--- src/rtl/pic_pkg.sv ---
// Shared definitions for the interrupt-acknowledge initiator: FSM encoding,
// the 8080 CALL opcode and the per-mode pulse counts.
package pic_pkg;

    localparam logic [1:0] StIdle = 2'd0;
    localparam logic [1:0] StLow  = 2'd1;
    localparam logic [1:0] StGap  = 2'd2;
    localparam logic [1:0] StDone = 2'd3;

    localparam logic [7:0] CALL_OPCODE = 8'hCD;

    localparam int unsigned PULSES_8086 = 2;
    localparam int unsigned PULSES_8080 = 3;

    // Index of the final INTA pulse for the latched mode.
    function automatic logic [1:0] last_pulse(input logic mode_8086);
        return mode_8086 ? 2'(PULSES_8086 - 1) : 2'(PULSES_8080 - 1);
    endfunction

endpackage

--- src/rtl/inta_pulse_timer.sv ---
// Down-counter timing the LOW and GAP phases; terminal count is raised while
// the count sits at zero, so a load value of 0 gives a one-cycle phase.
module inta_pulse_timer (
    input  logic       clk_i,
    input  logic       rst_ni,
    input  logic       load_i,
    input  logic [3:0] load_val_i,
    output logic       tc_o
);

    logic [3:0] count_q;

    always_ff @(posedge clk_i) begin
        if (!rst_ni) begin
            count_q <= 4'd0;
        end else if (load_i) begin
            count_q <= load_val_i;
        end else if (count_q != 4'd0) begin
            count_q <= count_q - 4'd1;
        end
    end

    assign tc_o = (count_q == 4'd0);

endmodule

--- src/rtl/inta_initiator.sv ---
// CPU-side interrupt-acknowledge sequencer: issues two (8086) or three (8080)
// INTA_N strobes, captures the PIC bytes and reports them with a VALID pulse.
module inta_initiator
    import pic_pkg::*;
#(
    parameter int unsigned PULSE_W = 2,
    parameter int unsigned GAP_W   = 2
) (
    input  logic        CLK,
    input  logic        RST_N,
    input  logic        INT,
    input  logic        EN,
    input  logic        MODE_8086,
    input  logic [7:0]  D_IN,
    output logic        INTA_N,
    output logic        BUSY,
    output logic [7:0]  VECTOR,
    output logic [15:0] CALL_ADDR,
    output logic        VALID,
    output logic        OPC_ERR
);

    localparam logic [3:0] PulseLoad = 4'(PULSE_W - 1);
    localparam logic [3:0] GapLoad   = 4'(GAP_W - 1);

    logic [1:0]  state_q, state_d;
    logic [1:0]  pidx_q, pidx_d;
    logic        mode_q;
    logic [7:0]  byte0_q, byte1_q;
    logic [7:0]  vector_q;
    logic [15:0] call_addr_q;
    logic        opc_err_q;

    logic        tmr_load;
    logic [3:0]  tmr_val;
    logic        tmr_tc;
    logic        start;
    logic        sample;
    logic        last_low;

    inta_pulse_timer u_timer (
        .clk_i      (CLK),
        .rst_ni     (RST_N),
        .load_i     (tmr_load),
        .load_val_i (tmr_val),
        .tc_o       (tmr_tc)
    );

    assign start    = (state_q == StIdle) && INT && EN;
    assign sample   = (state_q == StLow) && tmr_tc;
    assign last_low = sample && (pidx_q == last_pulse(mode_q));

    always_comb begin
        state_d  = state_q;
        pidx_d   = pidx_q;
        tmr_load = 1'b0;
        tmr_val  = PulseLoad;
        case (state_q)
            StIdle: begin
                if (start) begin
                    state_d  = StLow;
                    pidx_d   = 2'd0;
                    tmr_load = 1'b1;
                end
            end
            StLow: begin
                if (last_low) begin
                    state_d = StDone;
                end else if (sample) begin
                    state_d  = StGap;
                    tmr_load = 1'b1;
                    tmr_val  = GapLoad;
                end
            end
            StGap: begin
                if (tmr_tc) begin
                    state_d  = StLow;
                    pidx_d   = pidx_q + 2'd1;
                    tmr_load = 1'b1;
                end
            end
            default: state_d = StIdle;
        endcase
    end

    always_ff @(posedge CLK) begin
        if (!RST_N) begin
            state_q     <= StIdle;
            pidx_q      <= 2'd0;
            mode_q      <= 1'b0;
            byte0_q     <= 8'h00;
            byte1_q     <= 8'h00;
            vector_q    <= 8'h00;
            call_addr_q <= 16'h0000;
            opc_err_q   <= 1'b0;
        end else begin
            state_q <= state_d;
            pidx_q  <= pidx_d;
            if (start) begin
                mode_q <= MODE_8086;
            end
            if (sample && pidx_q == 2'd0) begin
                byte0_q <= D_IN;
            end
            if (sample && pidx_q == 2'd1) begin
                byte1_q <= D_IN;
            end
            // Final byte is taken straight from the bus so results show with VALID.
            if (last_low) begin
                if (mode_q) begin
                    vector_q    <= D_IN;
                    call_addr_q <= 16'h0000;
                    opc_err_q   <= 1'b0;
                end else begin
                    vector_q    <= byte0_q;
                    call_addr_q <= {D_IN, byte1_q};
                    opc_err_q   <= (byte0_q != CALL_OPCODE);
                end
            end
        end
    end

    assign INTA_N    = (state_q != StLow);
    assign BUSY      = (state_q != StIdle);
    assign VALID     = (state_q == StDone);
    assign VECTOR    = vector_q;
    assign CALL_ADDR = call_addr_q;
    assign OPC_ERR   = opc_err_q;

endmodule

--- config.mk ---
export PLATFORM = sky130hd
export DESIGN_NAME = inta_initiator
export DESIGN_NICKNAME = d
export VERILOG_FILES = /design/src/rtl/pic_pkg.sv /design/src/rtl/inta_pulse_timer.sv /design/src/rtl/inta_initiator.sv
export SDC_FILE = /design/constraint.sdc
export NUM_CORES = 1
export LEC_CHECK = 0
export CAP_MARGIN = 20
export CORE_UTILIZATION = 47
export CTS_CLUSTER_SIZE = 8
export DETAILED_ROUTE_END_ITERATION = 16
export PLACE_DENSITY_LB_ADDON = 0.08
export SLEW_MARGIN = 40
export SYNTH_ARGS = -nofsm -noshare
export SYNTH_HDL_FRONTEND = slang
export SYNTH_SLANG_ARGS = --single-unit
--- constraint.sdc ---
create_clock -name CLK -period 1.7 [get_ports CLK]
set_input_delay 0.51 -clock CLK [delete_from_list [all_inputs] [get_ports CLK]]
set_output_delay 0.51 -clock CLK [all_outputs]
set_load 0.01 [all_outputs]
==> results.cfg, run 1 <==
[status]
outcome = complete, no violations

[logic_synthesis]
ys_seq_area_frac = 0.425
synth_ff_type = dfxtp_1
syn_nets = 263
postSynthAreaPerCell_sq_um = 9.58
synth.area.top_cells = dfxtp_1, mux2i_1, nand2_1
yosysUniqueCellTypes = 39
postSynthCellCount = 246
synth_top_area_frac = 0.425
syn_area_sq_mm = 0.00236
yosysWarnings = 0
synth_edf_count = 0
synthArstFlopShare = 0
ys_seq_elements = 50
yosysTopAreaCell = dfxtp_1

[clock_tree]
cts_sinks = 50
cts_inserted_buffers = 5
cts_buffer_depth = 2
clkSlewWorstSetupHoldPaths_ns = 0.09
clock_latency_ns = 0.31
htreeDepth = 2
cts_tree = done
post-cts-setup-buffers = 0
root_buffer = clkbuf_8

[detailed_routing]
ant_nets = 0
drtIter0Drc = 77
wirelength_mm = 4.83
vias_per_cell = 4.96
via_count = 1827
firstDrtPassIters = 6
routedWlPerCell_um = 13.1
drc_errors = 0

[floorplanning]
start_util = 0.492
die-area_sq_mm = 0.00530
die_w_um = 72.8
coreArea_sq_mm = 0.00479
ios = 41
rows = 25
dieHeight_um = 72.8

[placed_design]
place.gp.congestion = 0.792
post-dp-hpwl_mm = 3.45
port_buffers = 40
postPlaceCellArea_sq_mm = 0.00296
dp_cells = 360

[layout]
diodes = 0
final_common_cell = nand2_1
layout-drive-gt1-share = 0.179
most-common-layout-cells = nand2_1, dfxtp_1, mux2i_1
nNetsFinal = 317
syn_to_final_growth_pct = 30.5
stdcell_area_sq_mm = 0.00307
fin_cells = 368
utilization = 0.642

[worst_hold_path]
min_from = CALL_ADDR[3]
hold_path_end = CALL_ADDR[3]
min_path_cells = 2
hp-class = flip-flop to flip-flop

[worst_setup_path]
cpMaxStageDelayCell = or3b_4
arrival_ns = 1.91
crit_path_start_kind = flip-flop
worstSetupPathDepth = 6
crit_buf_inv = 2
r2r_setup_slack_ns = 0.02
crit_family = simple AND/OR/NAND/NOR gates
worstPathCellList = inv_2 -> ha_4 -> or3b_4 -> a211oi_4 -> buf_12 -> mux2i_1
crit_type = flip-flop to flip-flop
r2r-start = u_timer.count_q[0]
end_kind = flip-flop
path_max_fanout = 18
reg2reg_to = OPC_ERR
reg2reg_depth = 6
worst-endpoint-required_ns = 1.94
max_stage_delay_ns = 0.40

[job]
drv_cap = 0

[global_routing]
grt_overflow = 0
met3_usage = 0.0470
grt_antenna_before_repair = 0
grt.total_usage = 0.200
grt_busiest_layer = met1
gr-usage-met2 = 0.286
gr-usage-met1 = 0.287
grt_pass1_wl_mm = 8.05
grt_pass1_vias = 1686
grt_max_degree = 27

[timing]
drv_slew = 0
skew_ns = 0.0124
maxSlewHeadroom = 0.642
period_share = 0.986
rsz0062_at_grt = true
hold_viol_final = 0
fmax_ghz = 0.597
finalSetupViolCount = 0
min_period_ns = 1.68
worst_pin_slew_ns = 0.536

[power]
irDropWorstVdd_mv = 0.779
power_density_mw_per_mm2 = 1020
p_leak_nw = 1.48
==> worst max-delay path by stage <==
stage	start	to
floorplan	u_timer.count_q[0]	CALL_ADDR[8]
global route	u_timer.count_q[0]	OPC_ERR
global placement	EN	u_timer.count_q[1]
detailed placement	EN	u_timer.count_q[1]
finish	u_timer.count_q[0]	OPC_ERR
CTS	CALL_ADDR[11]	CALL_ADDR[11]
==> synthesized netlist by cell type (all sizes together) (2+ instances only) <==
cell	n
clkbuf	13
a21boi	3
ha	4
o211ai	3
nand3b	18
nor3b	2
nand3	4
inv	6
nor2	3
nand2	60
nand4b	3
nor3	3
nor2b	3
or3b	2
mux2i	43
dfxtp	50
buf	4
mux2	8
==> flip-flops by register name (all words and copies together) (netlist names), 2 cells and up <==
name / cells
VECTOR: 8
u_timer.count_q: 4
CALL_ADDR: 16
byte1_q: 8
pidx_q: 2
state_q: 2
byte0_q: 8
==> what timing repair did <==
action	4_1_cts	5_1_grt
hold buffers	0	0
gates resized for setup	21	9
setup endpoints to repair	20	23
pin swaps	0	0
==> routing by layer <==
metal | vias to the layer above | wire length (um)
met5 | - | 0
met4 | 0 | 72
met3 | 5 | 165
met2 | 34 | 2000
met1 | 838 | 2600
li1 | 950 | -
==> area by class of cell <==
type / instances / area [sq um]
clock buffers: 7 / 96.3
multi-input cells: 173 / 1260
inverters: 6 / 22.5
clock inverters: 1 / 8.76
fillers: 438 / 1710
repair buffers: 64 / 598
well taps: 67 / 83.8
flip-flops and latches: 50 / 1000
==> stage by stage <==
| stage | power [mW] | TNS (ns) | hold WS (ns) | setup WS [ns] |
|---|---|---|---|---|
| finish | 3.14 | 0 | 0.456 | 0.0244 |
| CTS | 3.16 | 0 | 0.460 | 0.00179 |
| detailed placement | 2.38 | 0 | 0.446 | 0.00531 |
| global placement | 2.37 | 0 | 0.442 | 0.0377 |
| global route | 3.31 | -0.278 | 0.479 | -0.0458 |
| floorplan | 2.00 | 0 | 0.438 | 0.0000888 |
==> worst reg2reg max path: stages (launching register included) <==
cell and delay [ns]:
dfxtp_2 0.34, inv_2 0.09, ha_4 0.13, or3b_4 0.40, a211oi_4 0.21, buf_12 0.22, mux2i_1 0.22
==> cell families after synthesis <==
kind of cell	share of synthesized area
AND/OR/NAND/NOR	0.234
adder cells (fa/ha/maj)	0.0212
multiplexers	0.221
XOR/XNOR	0.00372
AO/OA/AOI/OAI	0.0446
buffers and inverters	0.0510
flip-flops	0.425
==> report_power, final <==
part	total (mW)	internal, mW	switching [mW]	leakage, nW
Clock	0.767	0.373	0.394	0.0544
Combinational	1.01	0.523	0.487	1.02
Sequential	1.36	1.27	0.0877	0.405
Total	3.14	2.17	0.969	1.48
Power figures use the tool's default switching activity.
==> run 2: changes to the inputs <==
HOLD_SLACK_MARGIN = 0.03   (was unset)
==> results of run 2 <==
Same layout as run 1: the final DEF is identical, and so are final timing and power.
==> run 3: changes to the inputs <==
CORE_UTILIZATION = 40   (was 47)
==> results.cfg, run 3 (synthesis results as in run 1) <==
[timing]
period_share = 0.991
hold_viol_final = 0
worst_pin_slew_ns = 0.513
min_period_ns = 1.68
finalSetupViolCount = 0
skew_ns = 0.00685
rsz0062_at_grt = true
maxSlewHeadroom = 0.657
drv_slew = 0
fmax_ghz = 0.593

[worst_setup_path]
setup.worst_path.start = u_timer.count_q[0]
crit_path_start_kind = flip-flop
arrival_ns = 1.91
reg2reg_depth = 7
r2r_setup_slack_ns = 0.02
end_kind = flip-flop
path_max_fanout = 5
r2r-start = u_timer.count_q[0]
reg2reg_to = CALL_ADDR[15]
crit_type = flip-flop to flip-flop
worst-endpoint-required_ns = 1.93

[clock_tree]
cts_sinks = 50
htreeDepth = 2
clock_latency_ns = 0.30
hold_buffers = 0
root_buffer = clkbuf_8
cts_tree = done
cts_inserted_buffers = 5
cts_buffer_depth = 2
clkSlewWorstSetupHoldPaths_ns = 0.09

[detailed_routing]
drc_errors = 0
firstDrtPassIters = 4
drtIter0Drc = 69
wirelength_mm = 5.22
via_count = 1845
vias_per_cell = 4.93
routedWlPerCell_um = 13.9
ant_nets = 0

[power]
irDropWorstVdd_mv = 0.775
power_density_mw_per_mm2 = 1000
total_power_mw = 3.12
p_leak_nw = 1.59

[floorplanning]
die-area_sq_mm = 0.00620
coreArea_sq_mm = 0.00561
die_w_um = 78.7
start_util = 0.420
rows = 27
dieHeight_um = 78.7
ios = 41

[layout]
layout-drive-gt1-share = 0.192
final_common_cell = nand2_1
utilization = 0.555
diodes = 0
largest_reg_flops = 16
most-common-layout-cells = nand2_1, dfxtp_1, mux2i_1
nNetsFinal = 318
syn_to_final_growth_pct = 32.2

[global_routing]
grt_pass1_vias = 1759
grt_overflow = 0
grt_max_degree = 43
grt_antenna_before_repair = 0
grt_pass1_wl_mm = 8.50
grt.total_usage = 0.178

[placed_design]
post-dp-hpwl_mm = 3.62
port_buffers = 40
place.gp.congestion = 0.806

[worst_hold_path]
hp-class = flip-flop to flip-flop
min_path_cells = 2
hold_path_end = CALL_ADDR[7]
min_from = CALL_ADDR[7]

[job]
drv_cap = 0

[status]
outcome = complete, no violations
-- run 3: changes by cell type in the layout (fill, tap and decap cells not counted), sizes merged --
cell | before | now
dlymetal6s2s | 8 | 15
dlygate4sd2 | 18 | 12
clkdlybuf4s50 | 13 | 11
buf | 25 | 26
clkinvlp | 0 | 1
-- run 3: metal layers --
layer	part of all wire	GRT usage	vias to the layer above
met5	0	0	-
met4	0.0081	0.0537	0
met3	0.035	0.0379	5
met2	0.44	0.282	34
met1	0.52	0.240	858
li1	-	-	948
-- run 3: worst max-delay path, cell delays in order, from the launching register on --
cell      delay (ns)
dfxtp_2         0.34
inv_2           0.09
ha_4            0.14
or3b_4          0.41
a211oi_4        0.18
buf_6           0.15
buf_6           0.13
mux2i_1         0.19
-- run 3: per-stage QoR --
stage	instances	setup slack [ns]	hold WS [ns]	instance area (sq um)	setup TNS, ns
6_report	374	0.0151	0.457	3110	0
5_1_grt	374	-0.0681	0.474	3110	-0.525
4_1_cts	374	0.000414	0.467	3070	0
3_5_place_dp	363	-0.0458	0.446	2940	-0.182
3_3_place_gp	363	0.0303	0.442	2940	0
2_1_floorplan	246	0.0000888	0.438	2370	0
-- run 3: layout make-up --
cell class                      instances  area (sq um)
Clock buffer                            6          82.6
Clock inverter                          2          12.5
Fill cell                             539          2490
Inverter                                6          22.5
Multi-Input combinational cell        173          1270
Sequential cell                        50          1010
Tap cell                               72          90.1
Timing Repair Buffer                   65           628
-- run 3: power breakdown --
| part | switching, mW | leakage (nW) | internal [mW] | total (mW) |
|---|---|---|---|---|
| registers | 0.0981 | 0.406 | 1.28 | 1.37 |
| clock network | 0.396 | 0.0472 | 0.328 | 0.724 |
| logic | 0.502 | 1.14 | 0.522 | 1.02 |
-- run 3: worst max-delay path by stage --
stage	end	slack, ns	depth (start not counted)
6_report	CALL_ADDR[15]	0.02	7
2_1_floorplan	CALL_ADDR[8]	0.00009	8
3_5_place_dp	CALL_ADDR[15]	-0.05	6
3_3_place_gp	CALL_ADDR[2]	0.03	6
5_1_grt	CALL_ADDR[15]	-0.07	7
4_1_cts	VECTOR[4]	0.0004	1
-- run 3: what timing repair did --
action | in CTS | in global routing
endpoints found under the setup margin | 31 | 32
cloned | 2 | 0
resized for setup | 23 | 22
hold endpoints to repair | 0 | 0
setup buffers | 1 | 0
